<file path="src/rtl/bp_access_scheduler_pkg.sv">
// Shared types for the branch-predictor access scheduler: resource commands,
// scheduler states and the buffered update entry.
package bp_access_scheduler_pkg;

  localparam int DEF_PC_BITS   = 10;
  localparam int DEF_HIST_BITS = 10;

  typedef enum logic [1:0] {
    CMD_NOP     = 2'd0,
    CMD_LHT_RD  = 2'd1,
    CMD_PRED_RD = 2'd2,
    CMD_UPDATE  = 2'd3
  } res_cmd_e;

  typedef enum logic [2:0] {
    S_IDLE,
    S_LK_LHT,
    S_LK_PRED,
    S_LK_RESP,
    S_UPD
  } sched_state_e;

  typedef struct packed {
    logic [DEF_PC_BITS-1:0] pc;
    logic                   taken;
  } upd_entry_t;

endpackage

</file>
<file path="src/rtl/bp_access_scheduler_if.sv">
// Fetch/retire/resource signal bundle of the access scheduler. The master
// modport is the scheduler; the slave modport is the surrounding logic.
interface bp_access_scheduler_if #(
  parameter int PC_BITS   = 10,
  parameter int HIST_BITS = 10,
  parameter int UPD_DEPTH = 4
);
  localparam int CNT_W = $clog2(UPD_DEPTH) + 1;

  logic                 lk_valid;
  logic [PC_BITS-1:0]   lk_pc;
  logic                 lk_ready;
  logic                 pred_valid;
  logic                 pred_taken;
  logic                 upd_valid;
  logic [PC_BITS-1:0]   upd_pc;
  logic                 upd_taken;
  logic                 upd_ready;
  logic [CNT_W-1:0]     upd_count;
  logic [1:0]           res_cmd;
  logic [PC_BITS-1:0]   res_addr;
  logic [HIST_BITS-1:0] res_hist;
  logic                 res_taken;
  logic [HIST_BITS-1:0] res_rdata;
  logic                 res_pred;

  modport master (
    input  lk_valid, lk_pc, upd_valid, upd_pc, upd_taken, res_rdata, res_pred,
    output lk_ready, pred_valid, pred_taken, upd_ready, upd_count,
           res_cmd, res_addr, res_hist, res_taken
  );

  modport slave (
    output lk_valid, lk_pc, upd_valid, upd_pc, upd_taken, res_rdata, res_pred,
    input  lk_ready, pred_valid, pred_taken, upd_ready, upd_count,
           res_cmd, res_addr, res_hist, res_taken
  );
endinterface

</file>
<file path="src/rtl/bp_access_scheduler_upd_fifo.sv">
// Small power-of-two FIFO holding retired-branch updates until the shared
// predictor resource is granted to the update path.
module bp_access_scheduler_upd_fifo
  import bp_access_scheduler_pkg::*;
#(
  parameter int  DEPTH   = 4,
  parameter type entry_t = upd_entry_t
) (
  input  logic                   clock,
  input  logic                   reset,
  input  logic                   push,
  input  entry_t                 din,
  input  logic                   pop,
  output entry_t                 head,
  output logic [$clog2(DEPTH):0] count,
  output logic                   full,
  output logic                   empty
);
  localparam int AW = $clog2(DEPTH);
  localparam int CW = AW + 1;

  entry_t          mem [DEPTH];
  logic [AW-1:0]   wr_ptr;
  logic [AW-1:0]   rd_ptr;
  logic [CW-1:0]   count_q;
  logic            do_push;
  logic            do_pop;

  assign do_push = push && !full;
  assign do_pop  = pop && !empty;

  always_ff @(posedge clock) begin
    if (reset) begin
      wr_ptr  <= '0;
      rd_ptr  <= '0;
      count_q <= '0;
    end else begin
      if (do_push) wr_ptr <= wr_ptr + AW'(1);
      if (do_pop)  rd_ptr <= rd_ptr + AW'(1);
      case ({do_push, do_pop})
        2'b10:   count_q <= count_q + CW'(1);
        2'b01:   count_q <= count_q - CW'(1);
        default: count_q <= count_q;
      endcase
    end
  end

  // Storage carries no reset; only the pointers define what is valid.
  always_ff @(posedge clock) begin
    if (do_push) mem[wr_ptr] <= din;
  end

  assign head  = mem[rd_ptr];
  assign count = count_q;
  assign full  = (count_q == CW'(DEPTH));
  assign empty = (count_q == '0);

endmodule

</file>
<file path="src/rtl/bp_access_scheduler.sv">
// Arbitrates the single-ported LHT/predictor resource between fetch lookups
// (LHT read, then prediction read) and buffered retire-side updates.
module bp_access_scheduler
  import bp_access_scheduler_pkg::*;
#(
  parameter int PC_BITS    = DEF_PC_BITS,
  parameter int HIST_BITS  = DEF_HIST_BITS,
  parameter int UPD_DEPTH  = 4,
  parameter int STARVE_MAX = 3
) (
  input  logic                   clock,
  input  logic                   reset,
  bp_access_scheduler_if.master  bus
);
  localparam int CNT_W = $clog2(UPD_DEPTH) + 1;
  localparam int SW    = $clog2(STARVE_MAX + 1);

  typedef struct packed {
    logic [PC_BITS-1:0] pc;
    logic               taken;
  } entry_t;

  sched_state_e         state_q;
  logic [PC_BITS-1:0]   pc_q;
  logic [SW-1:0]        starve_q;
  logic                 pred_valid_q;
  logic                 pred_taken_q;

  entry_t               fifo_din;
  entry_t               fifo_head;
  logic [CNT_W-1:0]     fifo_count;
  logic                 fifo_full;
  logic                 fifo_empty;
  logic                 fifo_push;
  logic                 fifo_pop;

  logic                 in_idle;
  logic                 upd_first;
  logic                 lk_grant;
  logic                 upd_grant;
  logic                 upd_ready;

  res_cmd_e             res_cmd;
  logic [PC_BITS-1:0]   res_addr;
  logic [HIST_BITS-1:0] res_hist;
  logic                 res_taken;

  // Updates pre-empt lookups when the FIFO is full or lookups have starved it.
  assign in_idle   = (state_q == S_IDLE) && !reset;
  assign upd_first = fifo_full || (!fifo_empty && (starve_q == SW'(STARVE_MAX)));
  assign lk_grant  = in_idle && !upd_first && bus.lk_valid;
  assign upd_grant = in_idle && (upd_first || (!bus.lk_valid && !fifo_empty));
  assign upd_ready = !reset && !fifo_full;

  assign fifo_push = bus.upd_valid && upd_ready;
  assign fifo_pop  = (state_q == S_UPD);
  assign fifo_din  = '{pc: bus.upd_pc, taken: bus.upd_taken};

  bp_access_scheduler_upd_fifo #(
    .DEPTH   (UPD_DEPTH),
    .entry_t (entry_t)
  ) u_fifo (
    .clock (clock),
    .reset (reset),
    .push  (fifo_push),
    .din   (fifo_din),
    .pop   (fifo_pop),
    .head  (fifo_head),
    .count (fifo_count),
    .full  (fifo_full),
    .empty (fifo_empty)
  );

  always_ff @(posedge clock) begin
    if (reset) begin
      state_q      <= S_IDLE;
      starve_q     <= '0;
      pred_valid_q <= 1'b0;
      pred_taken_q <= 1'b0;
    end else begin
      pred_valid_q <= 1'b0;
      case (state_q)
        S_IDLE: begin
          if (lk_grant)       state_q <= S_LK_LHT;
          else if (upd_grant) state_q <= S_UPD;
        end
        S_LK_LHT:  state_q <= S_LK_PRED;
        S_LK_PRED: state_q <= S_LK_RESP;
        S_LK_RESP: begin
          pred_valid_q <= 1'b1;
          pred_taken_q <= bus.res_pred;
          state_q      <= S_IDLE;
        end
        S_UPD:     state_q <= S_IDLE;
        default:   state_q <= S_IDLE;
      endcase
      if (upd_grant || fifo_empty)
        starve_q <= '0;
      else if (lk_grant && (starve_q != SW'(STARVE_MAX)))
        starve_q <= starve_q + SW'(1);
    end
  end

  always_ff @(posedge clock) begin
    if (lk_grant) pc_q <= bus.lk_pc;
  end

  always_comb begin
    res_cmd   = CMD_NOP;
    res_addr  = '0;
    res_hist  = '0;
    res_taken = 1'b0;
    if (!reset) begin
      case (state_q)
        S_LK_LHT: begin
          res_cmd  = CMD_LHT_RD;
          res_addr = pc_q;
        end
        S_LK_PRED: begin
          res_cmd  = CMD_PRED_RD;
          res_addr = pc_q;
          res_hist = bus.res_rdata;
        end
        S_UPD: begin
          res_cmd   = CMD_UPDATE;
          res_addr  = fifo_head.pc;
          res_taken = fifo_head.taken;
        end
        default: ;
      endcase
    end
  end

  assign bus.lk_ready   = lk_grant;
  assign bus.upd_ready  = upd_ready;
  assign bus.upd_count  = fifo_count;
  assign bus.pred_valid = pred_valid_q;
  assign bus.pred_taken = pred_taken_q;
  assign bus.res_cmd    = res_cmd;
  assign bus.res_addr   = res_addr;
  assign bus.res_hist   = res_hist;
  assign bus.res_taken  = res_taken;

endmodule
</file>
<file path="src/flat_wrapper.sv">
// flat-port wrapper written by rule: the top's interface ports become plain ports
module bp_access_scheduler_flat import bp_access_scheduler_pkg::*;
#(
  parameter int PC_BITS    = DEF_PC_BITS,
  parameter int HIST_BITS  = DEF_HIST_BITS,
  parameter int UPD_DEPTH  = 4,
  parameter int STARVE_MAX = 3
)
  (clock, reset, bus_lk_valid, bus_lk_pc, bus_upd_valid, bus_upd_pc, bus_upd_taken, bus_res_rdata, bus_res_pred, bus_lk_ready, bus_pred_valid, bus_pred_taken, bus_upd_ready, bus_upd_count, bus_res_cmd, bus_res_addr, bus_res_hist, bus_res_taken);
  bp_access_scheduler_if #(.PC_BITS(PC_BITS), .HIST_BITS(HIST_BITS), .UPD_DEPTH(UPD_DEPTH)) bus_i ();
  input  logic clock;
  input  logic reset;
  input wire logic [$bits(bus_i.lk_valid)-1:0] bus_lk_valid;
  input wire logic [$bits(bus_i.lk_pc)-1:0] bus_lk_pc;
  input wire logic [$bits(bus_i.upd_valid)-1:0] bus_upd_valid;
  input wire logic [$bits(bus_i.upd_pc)-1:0] bus_upd_pc;
  input wire logic [$bits(bus_i.upd_taken)-1:0] bus_upd_taken;
  input wire logic [$bits(bus_i.res_rdata)-1:0] bus_res_rdata;
  input wire logic [$bits(bus_i.res_pred)-1:0] bus_res_pred;
  output wire logic [$bits(bus_i.lk_ready)-1:0] bus_lk_ready;
  output wire logic [$bits(bus_i.pred_valid)-1:0] bus_pred_valid;
  output wire logic [$bits(bus_i.pred_taken)-1:0] bus_pred_taken;
  output wire logic [$bits(bus_i.upd_ready)-1:0] bus_upd_ready;
  output wire logic [$bits(bus_i.upd_count)-1:0] bus_upd_count;
  output wire logic [$bits(bus_i.res_cmd)-1:0] bus_res_cmd;
  output wire logic [$bits(bus_i.res_addr)-1:0] bus_res_addr;
  output wire logic [$bits(bus_i.res_hist)-1:0] bus_res_hist;
  output wire logic [$bits(bus_i.res_taken)-1:0] bus_res_taken;
  assign bus_i.lk_valid = bus_lk_valid;
  assign bus_i.lk_pc = bus_lk_pc;
  assign bus_i.upd_valid = bus_upd_valid;
  assign bus_i.upd_pc = bus_upd_pc;
  assign bus_i.upd_taken = bus_upd_taken;
  assign bus_i.res_rdata = bus_res_rdata;
  assign bus_i.res_pred = bus_res_pred;
  assign bus_lk_ready = bus_i.lk_ready;
  assign bus_pred_valid = bus_i.pred_valid;
  assign bus_pred_taken = bus_i.pred_taken;
  assign bus_upd_ready = bus_i.upd_ready;
  assign bus_upd_count = bus_i.upd_count;
  assign bus_res_cmd = bus_i.res_cmd;
  assign bus_res_addr = bus_i.res_addr;
  assign bus_res_hist = bus_i.res_hist;
  assign bus_res_taken = bus_i.res_taken;
  bp_access_scheduler #(.PC_BITS(PC_BITS), .HIST_BITS(HIST_BITS), .UPD_DEPTH(UPD_DEPTH), .STARVE_MAX(STARVE_MAX)) u_core (.clock(clock), .reset(reset), .bus(bus_i));
endmodule
</file>
<file path="config.mk">
export PLATFORM = sky130hd
export DESIGN_NAME = bp_access_scheduler_flat
export DESIGN_NICKNAME = d
export VERILOG_FILES = /design/src/rtl/bp_access_scheduler_pkg.sv /design/src/rtl/bp_access_scheduler_if.sv /design/src/rtl/bp_access_scheduler_upd_fifo.sv /design/src/rtl/bp_access_scheduler.sv /design/src/flat_wrapper.sv
export SDC_FILE = /design/constraint.sdc
export NUM_CORES = 1
export LEC_CHECK = 0
export ABC_AREA = 1
export CORE_ASPECT_RATIO = 1.4
export CORE_MARGIN = 8
export CORE_UTILIZATION = 50
export CTS_CLUSTER_DIAMETER = 40
export DETAILED_ROUTE_END_ITERATION = 12
export DONT_BUFFER_PORTS = 1
export GPL_TIMING_DRIVEN = 0
export SYNTH_ARGS = -nofsm -noshare
export SYNTH_HDL_FRONTEND = slang
export SYNTH_HIERARCHICAL = 1
export SYNTH_SLANG_ARGS = --single-unit
export TNS_END_PERCENT = 50
</file>
<file path="constraint.sdc">
create_clock -name clock -period 2.8 [get_ports clock]
set_input_delay 0.56 -clock clock [delete_from_list [all_inputs] [get_ports clock]]
set_output_delay 0.56 -clock clock [all_outputs]
set_load 0.02 [all_outputs]
</file>
; ---- Yosys cells after proc, flatten, opt, wreduce, memory -nomap -nowiden
; Memories as Yosys holds them, arrays and structs flattened. A register that Yosys moved wholly into a read port is not among the register bits.
; Index checks and enable logic that the tools add are counted.
[word_totals]
mem_bits_rw = 44
wordCells = 65
latchBits = 0
mem_bits_ro = 0
register_bits = 24
mem_count = 1
in_bits = 36
output_inout_bits = 30
[memory_table]
columns = name, words, word_bits, rd, rd_clocked_by_memory_dff, write_ports, line_no
row1 = u_core.u_fifo.mem, 4, 11, 1, 1, 1, bp_access_scheduler_upd_fifo.sv:22  ; entry_t mem [DEPTH];
[op_classes]
n_bitwise = 0
n_div = 0
mul = 0
n_reduce_logical = 24
n_lt_le_gt_ge = 0
eq_ne = 10
mux = 17
shifts = 0
add_sub_neg = 5
[ops]
columns = cell, count
row1 = two-way mux 10 bit, 3
row2 = one-hot mux 10 bit (2 select lines), 1
row3 = logical AND 1 bit, 11
row4 = one-hot mux 3 bit (3 select lines), 1
row5 = "adder 2 x 1 -> 2 bit, second input constant", 3
row6 = "== test 3 x 2 -> 1 bit, second input constant", 2
row7 = "== test 3 bit, second input constant", 2
row8 = zero test 3 bit, 2
row9 = two-way mux 2 bit, 3
row10 = two-way mux 3 bit, 2
row11 = one-hot mux 2 bit (3 select lines), 1
row12 = one-hot mux 3 bit (2 select lines), 1
row13 = zero test 1 bit, 5
row14 = two-way mux 1 bit, 5
row15 = "== test 2 bit, second input constant", 2
row16 = OR reduction 2 bit, 2
row17 = "adder 3 x 1 -> 3 bit, second input constant", 1
row18 = "== test 3 x 1 -> 1 bit, second input constant", 1
row19 = logical OR 1 bit, 3
row20 = "!= test 3 x 1 -> 1 bit, second input constant", 1
row21 = "subtractor 3 x 1 -> 3 bit, second input constant", 1
row22 = "== test 2 x 1 -> 1 bit, second input constant", 1
row23 = "!= test 2 bit, second input constant", 1
row24 = nonzero test 2 bit, 1

; ---- Logic depth before layout (Yosys ltp)
; Gate-level depths: netlist of run 1.
[depth]
word_depth = 9
depth_mapped = 15
mapped_depth_nobuf = 14

; ---- Hierarchy
; Netlist of run 1, hierarchy kept.
[by_module_without_submodules]
columns = mod, n_inst, area_per_inst_um2, cells_per_inst, seq_area_each_um2
row1 = bp_access_scheduler_upd_fifo, 1, 2139.6, 177, 1501.4
row2 = bp_access_scheduler, 1, 904.6, 110, 440.4

; ---- Least setup slack after synthesis of run 1
; Ideal clock, no wire load.
[synth_timing]
path_type = flip-flop to flip-flop
from = register u_core.u_fifo.count_q[1], in the netlist u_core/u_fifo/count[1]
to = memory u_core/u_fifo/mem[0][0] in the netlist's numbering (enable)
path_slack_ns = 0.658
path_buffers = 0
path_stages_with_launch = 7
setup_time_ns = 0.378
required_ns = 2.422
period_less_slack_ns = 2.142
arrival_ns = 1.763
path_cell_list = dfxtp_1 > nor2_4 > nand2_4 > inv_1 > nor3b_1 > nand2_4 > nor2_1
[synth_between]
elab_chain_len = 7
[synth_rtl]
columns = item, line_no
row1 = start: declaration, bp_access_scheduler_upd_fifo.sv:25  ; logic [CW-1:0] count_q;
row2 = start signal: assignment, bp_access_scheduler_upd_fifo.sv:41  ; 2'b10: count_q <= count_q + CW'(1);
row3 = start signal: assignment, bp_access_scheduler_upd_fifo.sv:42  ; 2'b01: count_q <= count_q - CW'(1);
row4 = start signal: assignment, bp_access_scheduler_upd_fifo.sv:43  ; default: count_q <= count_q;
row5 = == test 3 bit, bp_access_scheduler_upd_fifo.sv:55  ; assign full = (count_q == CW'(DEPTH));
row6 = via u_core.fifo_full, bp_access_scheduler.sv:32  ; logic fifo_full;
row7 = zero test 1 bit, bp_access_scheduler.sv:53  ; assign upd_ready = !reset && !fifo_full;
row8 = logical AND 1 bit, bp_access_scheduler.sv:53
row9 = logical AND 1 bit, bp_access_scheduler.sv:55  ; assign fifo_push = bus.upd_valid && upd_ready;
row10 = via u_core.fifo_push, bp_access_scheduler.sv:34  ; logic fifo_push;
row11 = logical AND 1 bit, bp_access_scheduler_upd_fifo.sv:29  ; assign do_push = push && !full;
row12 = two-way mux 1 bit, bp_access_scheduler_upd_fifo.sv:50  ; if (do_push) mem[wr_ptr] <= din;
row13 = two-way mux 1 bit (not written as such), bp_access_scheduler_upd_fifo.sv:50
row14 = end: declaration, bp_access_scheduler_upd_fifo.sv:22
; The timed path passes the listed nets, and every way through them passes these cells.

; ---- Final worst setup path of run 1
[layout_timing]
from = register u_core.u_fifo.count_q[1], in the netlist u_core/u_fifo/count[1]
to = register u_core.u_fifo.count_q[1], in the netlist u_core/u_fifo/count[1]
[layout_between]
elab_chain_len = 7
elab_cells_between_ends = 14
classes_between = 2 x add/sub / 3 x eq/ne / 1 x mux / 8 x reduce/logical
[layout_rtl]
columns = item, line_no
row1 = == test 3 bit *, bp_access_scheduler_upd_fifo.sv:55
row2 = via u_core.fifo_full, bp_access_scheduler.sv:32
row3 = zero test 1 bit *, bp_access_scheduler.sv:53
row4 = logical AND 1 bit *, bp_access_scheduler.sv:53
row5 = logical AND 1 bit *, bp_access_scheduler.sv:55
row6 = via u_core.fifo_push, bp_access_scheduler.sv:34
row7 = logical AND 1 bit *, bp_access_scheduler_upd_fifo.sv:29
row8 = == test 2 x 1 -> 1 bit or == test 2 bit (tied branches), bp_access_scheduler_upd_fifo.sv:40  ; case ({do_push, do_pop})
row9 = one-hot mux 3 bit (2 select lines) or nonzero test 2 bit (tied branches), n/a
; The timed path passes the listed nets; every way through them passes the cells marked *.
; A chain may end at the register's enable or synchronous reset.

==> results of run 1 <==
## power breakdown
part / switching, mW / internal (mW) / leakage [nW]
Clock: 0.356 / 0.342 / 0.0958
Sequential: 0.0256 / 1.16 / 0.622
Combinational: 0.162 / 0.0653 / 0.564
## metal layers
metal  vias up  GRT usage [%]  share of wire, %  routed length [µm]
met1       909          14.91                39                2496
met5         -              0                 0                   0
met4         0          10.58               1.8                 114
met2        45          24.62                53                3340
li1        993              -                 -                   -
met3        10          5.066               6.3                 399
## cells by family after synthesis
logic type / after synthesis / synth area share (%)
AOI/OAI and AO/OA: 57 / 10.73
adders and majority gates: 7 / 3.124
buffers and inverters: 54 / 8.014
DFF: 70 / 63.79
and+or+nand+nor: 99 / 14.34
## cell type report
| type | instances | area, µm² |
|---|---|---|
| Fill cell | 513 | 2546 |
| Sequential cell | 70 | 1942 |
| Multi-Input combinational cell | 163 | 868.3 |
| Inverter | 43 | 166.4 |
| Clock buffer | 10 | 137.6 |
| Tap cell | 70 | 87.58 |
| Buffer | 11 | 77.57 |
| Clock inverter | 6 | 37.54 |
## worst max-delay path, stage by stage (launching register included)
cell and delay, ns:
dfxtp_1 0.54, nor2_4 0.09, nand2_4 0.10, inv_1 0.07, nor3b_1 0.50, nand2_4 0.17, ha_1 0.25, inv_1 0.08
fa_1 0.41, a21oi_1 0.14
## placed cells by master, fill, tap and decap left out
master,instances
edfxtp_1,54
nor2_1,51
inv_1,39
nand2_1,23
dfxtp_1,16
o21ai_0,13
o21ai_1,13
o22ai_1,11
clkbuf_8,10
nand3_1,10
a22oi_1,10
a21oi_1,9
nor2_2,6
ha_1,6
buf_2,5
clkinv_2,4
buf_6,3
inv_2,3
clkinv_4,2
nor2_4,2
nand2_2,2
buf_4,2
nand2_4,2
inv_6,1
nand3_2,1
clkbuf_1,1
nand4_1,1
nor3b_1,1
o211ai_1,1
fa_1,1
## metrics by stage
stage               setup WS [ns]  power (mW)  instance area (µm²)  std cells
floorplan                  0.6581       1.385                 3044        287
global placement          0.02840       1.433                 3132        357
detailed placement        0.08577       1.437                 3132        357
CTS                       0.05737       2.131                 3307        373
global route               0.1181       2.181                 3317        373
finish                     0.3731       2.109                 3317        373
## flip-flops by register name, summed over array words and instances, names as in the netlist, named ones only
signal	flops
u_core/bus.pred_taken	1
u_core/bus.pred_valid	1
u_core/pc_q	10
u_core/starve_q	2
u_core/state_q	3
u_core/u_fifo/count	3
u_core/u_fifo/mem	44
u_core/u_fifo/rd_ptr	2
u_core/u_fifo/wr_ptr	2
## cell usage after synthesis
library cell / n
nor2_1: 55
edfxtp_1: 54
inv_1: 39
nand2_1: 23
dfxtp_1: 16
o21ai_0: 13
o21ai_1: 13
o22ai_1: 11
a22oi_1: 10
nand3_1: 10
a21oi_1: 9
ha_1: 6
buf_2: 5
buf_6: 3
inv_2: 3
buf_4: 2
nand2_2: 2
nand2_4: 2
nor2_2: 2
nor2_4: 2
clkbuf_1: 1
fa_1: 1
inv_6: 1
nand3_2: 1
nand4_1: 1
nor3b_1: 1
o211ai_1: 1
## worst max-delay path by stage
stage,from,endpoint,slack (ns),depth (start not counted)
after global routing,u_core/u_fifo/count[1],u_core/u_fifo/count[2],0.12,14
after global placement,u_core/u_fifo/count[1],u_core/u_fifo/mem[3][0],0.03,6
after floorplan,u_core/u_fifo/count[1],u_core/u_fifo/mem[0][0],0.66,6
final,u_core/u_fifo/count[1],u_core/u_fifo/count[1],0.37,9
after detailed placement,u_core/u_fifo/count[1],u_core/u_fifo/mem[0][0],0.09,6
after CTS,u_core/u_fifo/count[1],u_core/u_fifo/mem[0][7],0.06,6
==> metrics.md, run 1 <==
| Metric | Value |
|---|---|
| Outcome | `completed` |
| Avg Inst Size Synth | `10.61 µm²` |
| Post-CTS sizing | `0` |
| Clock sinks | `70` |
| Max Root-Sink Buffers | `2` |
| Kind of critical path | `reg2reg` |
| Nets | `341` |
| Ports | `66` |
| DRT Pass-1 Iters | `4` |
| CTS H-tree depth | `3` |
| Worst clock skew | `0.005792 ns` |
| # rows | `33` |
| Netlist cell types | `27` |
| WL per Instance | `17.02 µm` |
| Worst setup SP type | `register` |
| Post-layout util | `56.57%` |
| YS warnings | `6` |
| Hold Crit Depth | `1` |
| F_max | `412.1 MHz` |
| Clk pin slew, worst setup/hold paths | `0.07 ns` |
| Core area | `5863 µm²` |
| Layout area overhead | `8.960%` |
| Post-route ant nets | `0` |
| Hold worst-path end | `u_core/u_fifo/wr_ptr[0]` |
| Congestion Overflow GR | `0` |
| Worst Setup End Kind | `register` |
| Pin count of the biggest net entering global routing | `15` |
| Biggest area consumer among synthesized cells | `edfxtp_1` |
| Period minus WS final | `2.427 ns` |
| Syn Std Cell Area | `3044 µm²` |
| Slew Limit Fails | `0` |
| RSZ-0062 raised after global routing | `false` |
| R2R Path Start | `u_core/u_fifo/count[1]` |
| Clock root buffer | `clkbuf_8` |
| CTS Buf Count | `9` |
| Worst skew pair latency | `0.34 ns` |
| Die Area | `8877 µm²` |
| R2r worst-path depth | `9` |
| Final Setup Violations | `0` |
| Fin Hold WS | `0.2878 ns` |
| Share of layout cells above drive strength 1 | `14.19%` |
| Die Height | `108.3 µm` |
| Max Cap Viol | `0` |
| TritonCTS clock tree | `built` |
| Initial antenna violation count | `0` |
| WP data required | `3.07 ns` |
| Hold Buf Count CTS | `0` |
| Leak pwr | `1.282 nW` |
| Via density | `5.247` |
| Initial core utilization | `51.92%` |
| Syn nets | `330` |
| RR Endpoint | `u_core/u_fifo/count[1]` |
| WL final | `6.349 mm` |
| Worst Max-Slew Pin Slew | `0.7019 ns` |
| # diodes | `0` |
| Cell count after synthesis | `287` |
| Share of the synthesized area in the top cell type | `53.27%` |
| Worst Path Arrival | `2.70 ns` |
| Final Cycle Share | `86.67%` |
| PwrDens | `635.8 nW/µm²` |
| Detailed Place HPWL | `4.616 mm` |
| Setup Fix Bufs, Post-CTS | `0` |
| Detailed Route Iter0 Violations | `87` |
| Via Count | `1957` |
| VDD IR max | `0.0003691 V` |
| Die span in x | `81.95 µm` |
| Top cells by area, synth | `edfxtp_1 53%, dfxtp_1 11%, nor2_1 6.8%, inv_1 4.8%, nand2_1 2.8%` |
| Worst hold path class | `in2reg` |
| Vias in the first global route | `1970` |
| CP Max Fanout | `7` |
| Buffers on Ports | `0` |
| Final setup TNS | `0 ns` |
| First-pass GRT wire length | `9.501 mm` |
| Final hold vios | `0` |
| Final Wtd Congestion | `0.7625` |
| Tot GR Track Use | `14.80%` |
| Worst min-delay path startpoint | `reset` |
| Register area share after synthesis | `63.79%` |
| Slew HR | `53.16%` |
| Reg-to-reg slack, setup | `0.37 ns` |
| Number of remaining DRC errors | `0` |
| Number of synthesized register bits | `70` |
Note: power is estimated with default switching activity, not from simulation.
==> run 2, diff against run 1 <==
--- a/config.mk
+++ b/config.mk
@@ -12,6 +12,7 @@
 export CTS_CLUSTER_DIAMETER = 40
 export DETAILED_ROUTE_END_ITERATION = 12
 export DONT_BUFFER_PORTS = 1
+export GPL_ROUTABILITY_DRIVEN = 0
 export GPL_TIMING_DRIVEN = 0
 export SYNTH_ARGS = -nofsm -noshare
 export SYNTH_HDL_FRONTEND = slang
==> constraint.sdc (replaced) <==
create_clock -name clock -period 3.1 [get_ports clock]
set_input_delay 0.62 -clock clock [delete_from_list [all_inputs] [get_ports clock]]
set_output_delay 0.62 -clock clock [all_outputs]
set_load 0.02 [all_outputs]
==> run 2 against run 1 <==
  * Via count shrank 0.77%
  * Routed wire length grew 0.76%
  * Worst setup slack gained 0.029 ns
  * Total power shrank 9.7%
  * Sequential share of layout area grew 0.18 points
  * Critical path depth shrank 3
  * Non-clock buffer count is the same
  * Global-route usage is the same
  * Sequential power shrank 9%
  * Clock power shrank 9.9%
  * Largest cell class unchanged
==> metrics.md, run 2 (same netlist as run 1, synthesis figures left out) <==
| Metric | Value |
|---|---|
| Sw frac | `25.73% (was 25.77%)` |
| Top layer in use | `met4 (unchanged)` |
| Max FFs per register | `44 (unchanged)` |
| Number of remaining DRC errors | `0 (unchanged)` |
| Worst setup SP type | `register (unchanged)` |
| DRT Pass-1 Iters | `4 (unchanged)` |
| Via density | `5.206 (was 5.247)` |
| Worst path cell trace | `nor2_4, nand2_4, inv_1, nor3b_1, nand2_4, nor2_1 (was nor2_4, nand2_4, inv_1, nor3b_1, nand2_4, ha_1, inv_1, fa_1, a21oi_1)` |
| Worst hold path class | `in2reg (unchanged)` |
| Reg-to-reg slack, setup | `0.40 ns (was 0.37 ns)` |
| CP bufs+invs | `1 (was 2)` |
| TritonCTS clock tree | `built (unchanged)` |
| WL final | `6.397 mm (was 6.349 mm)` |
| Final hold vios | `0 (unchanged)` |
| Largest stage delay, worst path | `0.86 ns (was 0.54 ns)` |
| Buffers on Ports | `0 (unchanged)` |
| Internal Dissipation | `1.414 mW (was 1.565 mW)` |
| Most used cell, CP | `nand2_4` |
| Most frequent cells in the layout | `55 x nor2_1, 54 x edfxtp_1, 39 x inv_1 (was 54 x edfxtp_1, 51 x nor2_1, 39 x inv_1)` |
| Clk pin slew, worst setup/hold paths | `0.07 ns (about the same)` |
| WL per Instance | `17.15 µm (was 17.02 µm)` |
| CTS H-tree depth | `3 (unchanged)` |
| Final Cycle Share | `87.04% (was 86.67%)` |
| Most flops, register | `u_core/u_fifo/mem (unchanged)` |
| F_max | `370.6 MHz (was 412.1 MHz)` |
| Pin count of the biggest net entering global routing | `15 (unchanged)` |
| Kind of critical path | `reg2reg (unchanged)` |
| Switch Pwr | `489.9 µW (was 543.5 µW)` |
| Worst clock skew | `0.005698 ns (was 0.005792 ns)` |
| Max Root-Sink Buffers | `2 (unchanged)` |
| WL met1 | `2.506 mm (was 2.496 mm)` |
| Core area | `5863 µm² (unchanged)` |
| Clock root buffer | `clkbuf_8 (unchanged)` |
| Ports | `66 (unchanged)` |
| Total Power | `1.904 mW (was 2.109 mW)` |
| Slew Limit Fails | `0 (unchanged)` |
| CP max stage cell | `nor2_1 (was dfxtp_1)` |
| Share of layout cells above drive strength 1 | `12.87% (was 14.19%)` |
| Detailed Place HPWL | `4.616 mm (unchanged)` |
| Final setup TNS | `0 ns (unchanged)` |
| # rows | `33 (unchanged)` |
| Worst Path Arrival | `2.65 ns (was 2.70 ns)` |
| CTS Buf Count | `9 (unchanged)` |
| # diodes | `0 (unchanged)` |
| Vias in the first global route | `1970 (unchanged)` |
| Routed wl met3 | `425 µm (was 399 µm)` |
| Period minus WS final | `2.698 ns (was 2.427 ns)` |
| Leak pwr | `1.283 nW (was 1.282 nW)` |
| Tot GR Track Use | `14.80% (unchanged)` |
| Seq pwr share | `56.2% (about the same)` |
| Final WS setup | `0.4017 ns (was 0.3731 ns)` |
| Die Height | `108.3 µm (unchanged)` |
| Post-CTS sizing | `0 (unchanged)` |
| Met2 wire length | `3.400 mm (was 3.340 mm)` |
| Post-route ant nets | `0 (unchanged)` |
| VDD IR max | `0.0003335 V (was 0.0003691 V)` |
| Placed insts | `357 (unchanged)` |
| Worst Max-Slew Pin Slew | `1.112 ns (was 0.7019 ns)` |
| Max Cap Viol | `0 (unchanged)` |
| Layout Cells excl Fill | `373 (unchanged)` |
| Slew HR | `25.61% (was 53.16%)` |
| Nets | `341 (unchanged)` |
| Outcome | `completed (unchanged)` |
| Die span in x | `81.95 µm (unchanged)` |
| Layout area overhead | `8.631% (was 8.960%)` |
| PwrDens | `575.7 nW/µm² (was 635.8 nW/µm²)` |
| Die Area | `8877 µm² (unchanged)` |
| Crit path max-delay family | `simple AND/OR/NAND/NOR gates (unchanged)` |
| Congestion Overflow GR | `0 (unchanged)` |
| Detailed Route Iter0 Violations | `97 (was 87)` |
| Comb pwr share | `10.7% (was 10.8%)` |
| Leading cell type in the layout, fill and taps excluded | `nor2_1 (was edfxtp_1)` |
| Fin Hold WS | `0.3465 ns (was 0.2878 ns)` |
| Final Setup Violations | `0 (unchanged)` |
| Initial antenna violation count | `0 (unchanged)` |
| Hold Buf Count CTS | `0 (unchanged)` |
| Biggest regs | `u_core/u_fifo/mem (44), u_core/pc_q (10) (unchanged)` |
| Clock sinks | `70 (unchanged)` |
| CP Max Fanout | `11 (was 7)` |
| First-pass GRT wire length | `9.501 mm (unchanged)` |
| WP data required | `3.05 ns (was 3.07 ns)` |
| Worst Setup End Kind | `register (unchanged)` |
| Setup Fix Bufs, Post-CTS | `0 (unchanged)` |
| RSZ-0062 raised after global routing | `false (unchanged)` |
| Post-Place Setup Slack | `0.3858 ns (was 0.08577 ns)` |
| Initial core utilization | `51.92% (unchanged)` |
| Clock power frac | `33.1% (about the same)` |
| Worst skew pair latency | `0.34 ns (about the same)` |
| Via Count | `1942 (was 1957)` |
[run 2: final timing paths]
kind / from / endpoint / depth (start not counted)
setup / recovery: u_core/u_fifo/count[1] / u_core/u_fifo/mem[0][4] / 6
hold / removal: reset / u_core/u_fifo/wr_ptr[0] / 1
setup reg to reg: u_core/u_fifo/count[1] / u_core/u_fifo/mem[0][4] / 6
hold reg to reg: u_core/starve_q[1] / u_core/starve_q[1] / 2
[run 2: layout make-up]
type                       count  area, µm²
fill                         516       2556
sequential                    70       1942
multi-input combinational    163      858.3
inverter                      43      166.4
clock buffer                  10      137.6
tap                           70      87.58
buffer                        11      77.57
clock inverter                 6      37.54
[run 2: worst register-to-register path, cell delays in order, from the launching register on]
cell and delay [ns]:
dfxtp_1 0.54, nor2_4 0.09, nand2_4 0.09, inv_1 0.07, nor3b_1 0.49, nand2_4 0.15, nor2_1 0.86
[run 2: power by group through the flow]
stage	Sequential, mW	Combinational, mW	Clock (mW)
after floorplan	1.09	0.165	0
after global placement	1.09	0.204	0
after detailed placement	1.09	0.207	0
after CTS	1.07	0.207	0.648
after global routing	1.07	0.225	0.670
final	1.07	0.204	0.629
[run 2: through the flow]
stage,area (µm²),util [%]
3_5_place_dp,3132,53.41
4_1_cts,3307,56.40
2_1_floorplan,3044,-
5_1_grt,3307,56.40
6_report,3307,56.40
3_3_place_gp,3132,53.41
[run 2: layer usage]
layer / vias up / GRT usage (%)
li1: 993 / -
met1: 898 / 14.91
met3: 6 / 5.066
met4: 0 / 10.58
met2: 45 / 24.62
met5: - / 0
==> run 3, diff against run 2 <==
--- a/config.mk
+++ b/config.mk
@@ -9,6 +9,7 @@
 export CORE_ASPECT_RATIO = 1.4
 export CORE_MARGIN = 8
 export CORE_UTILIZATION = 50
+export CTS_BUF_LIST = sky130_fd_sc_hd__clkbuf_8
 export CTS_CLUSTER_DIAMETER = 40
 export DETAILED_ROUTE_END_ITERATION = 12
 export DONT_BUFFER_PORTS = 1
==> results of run 3 <==
Same layout as run 2: the final DEF is identical, and so are final timing and power.
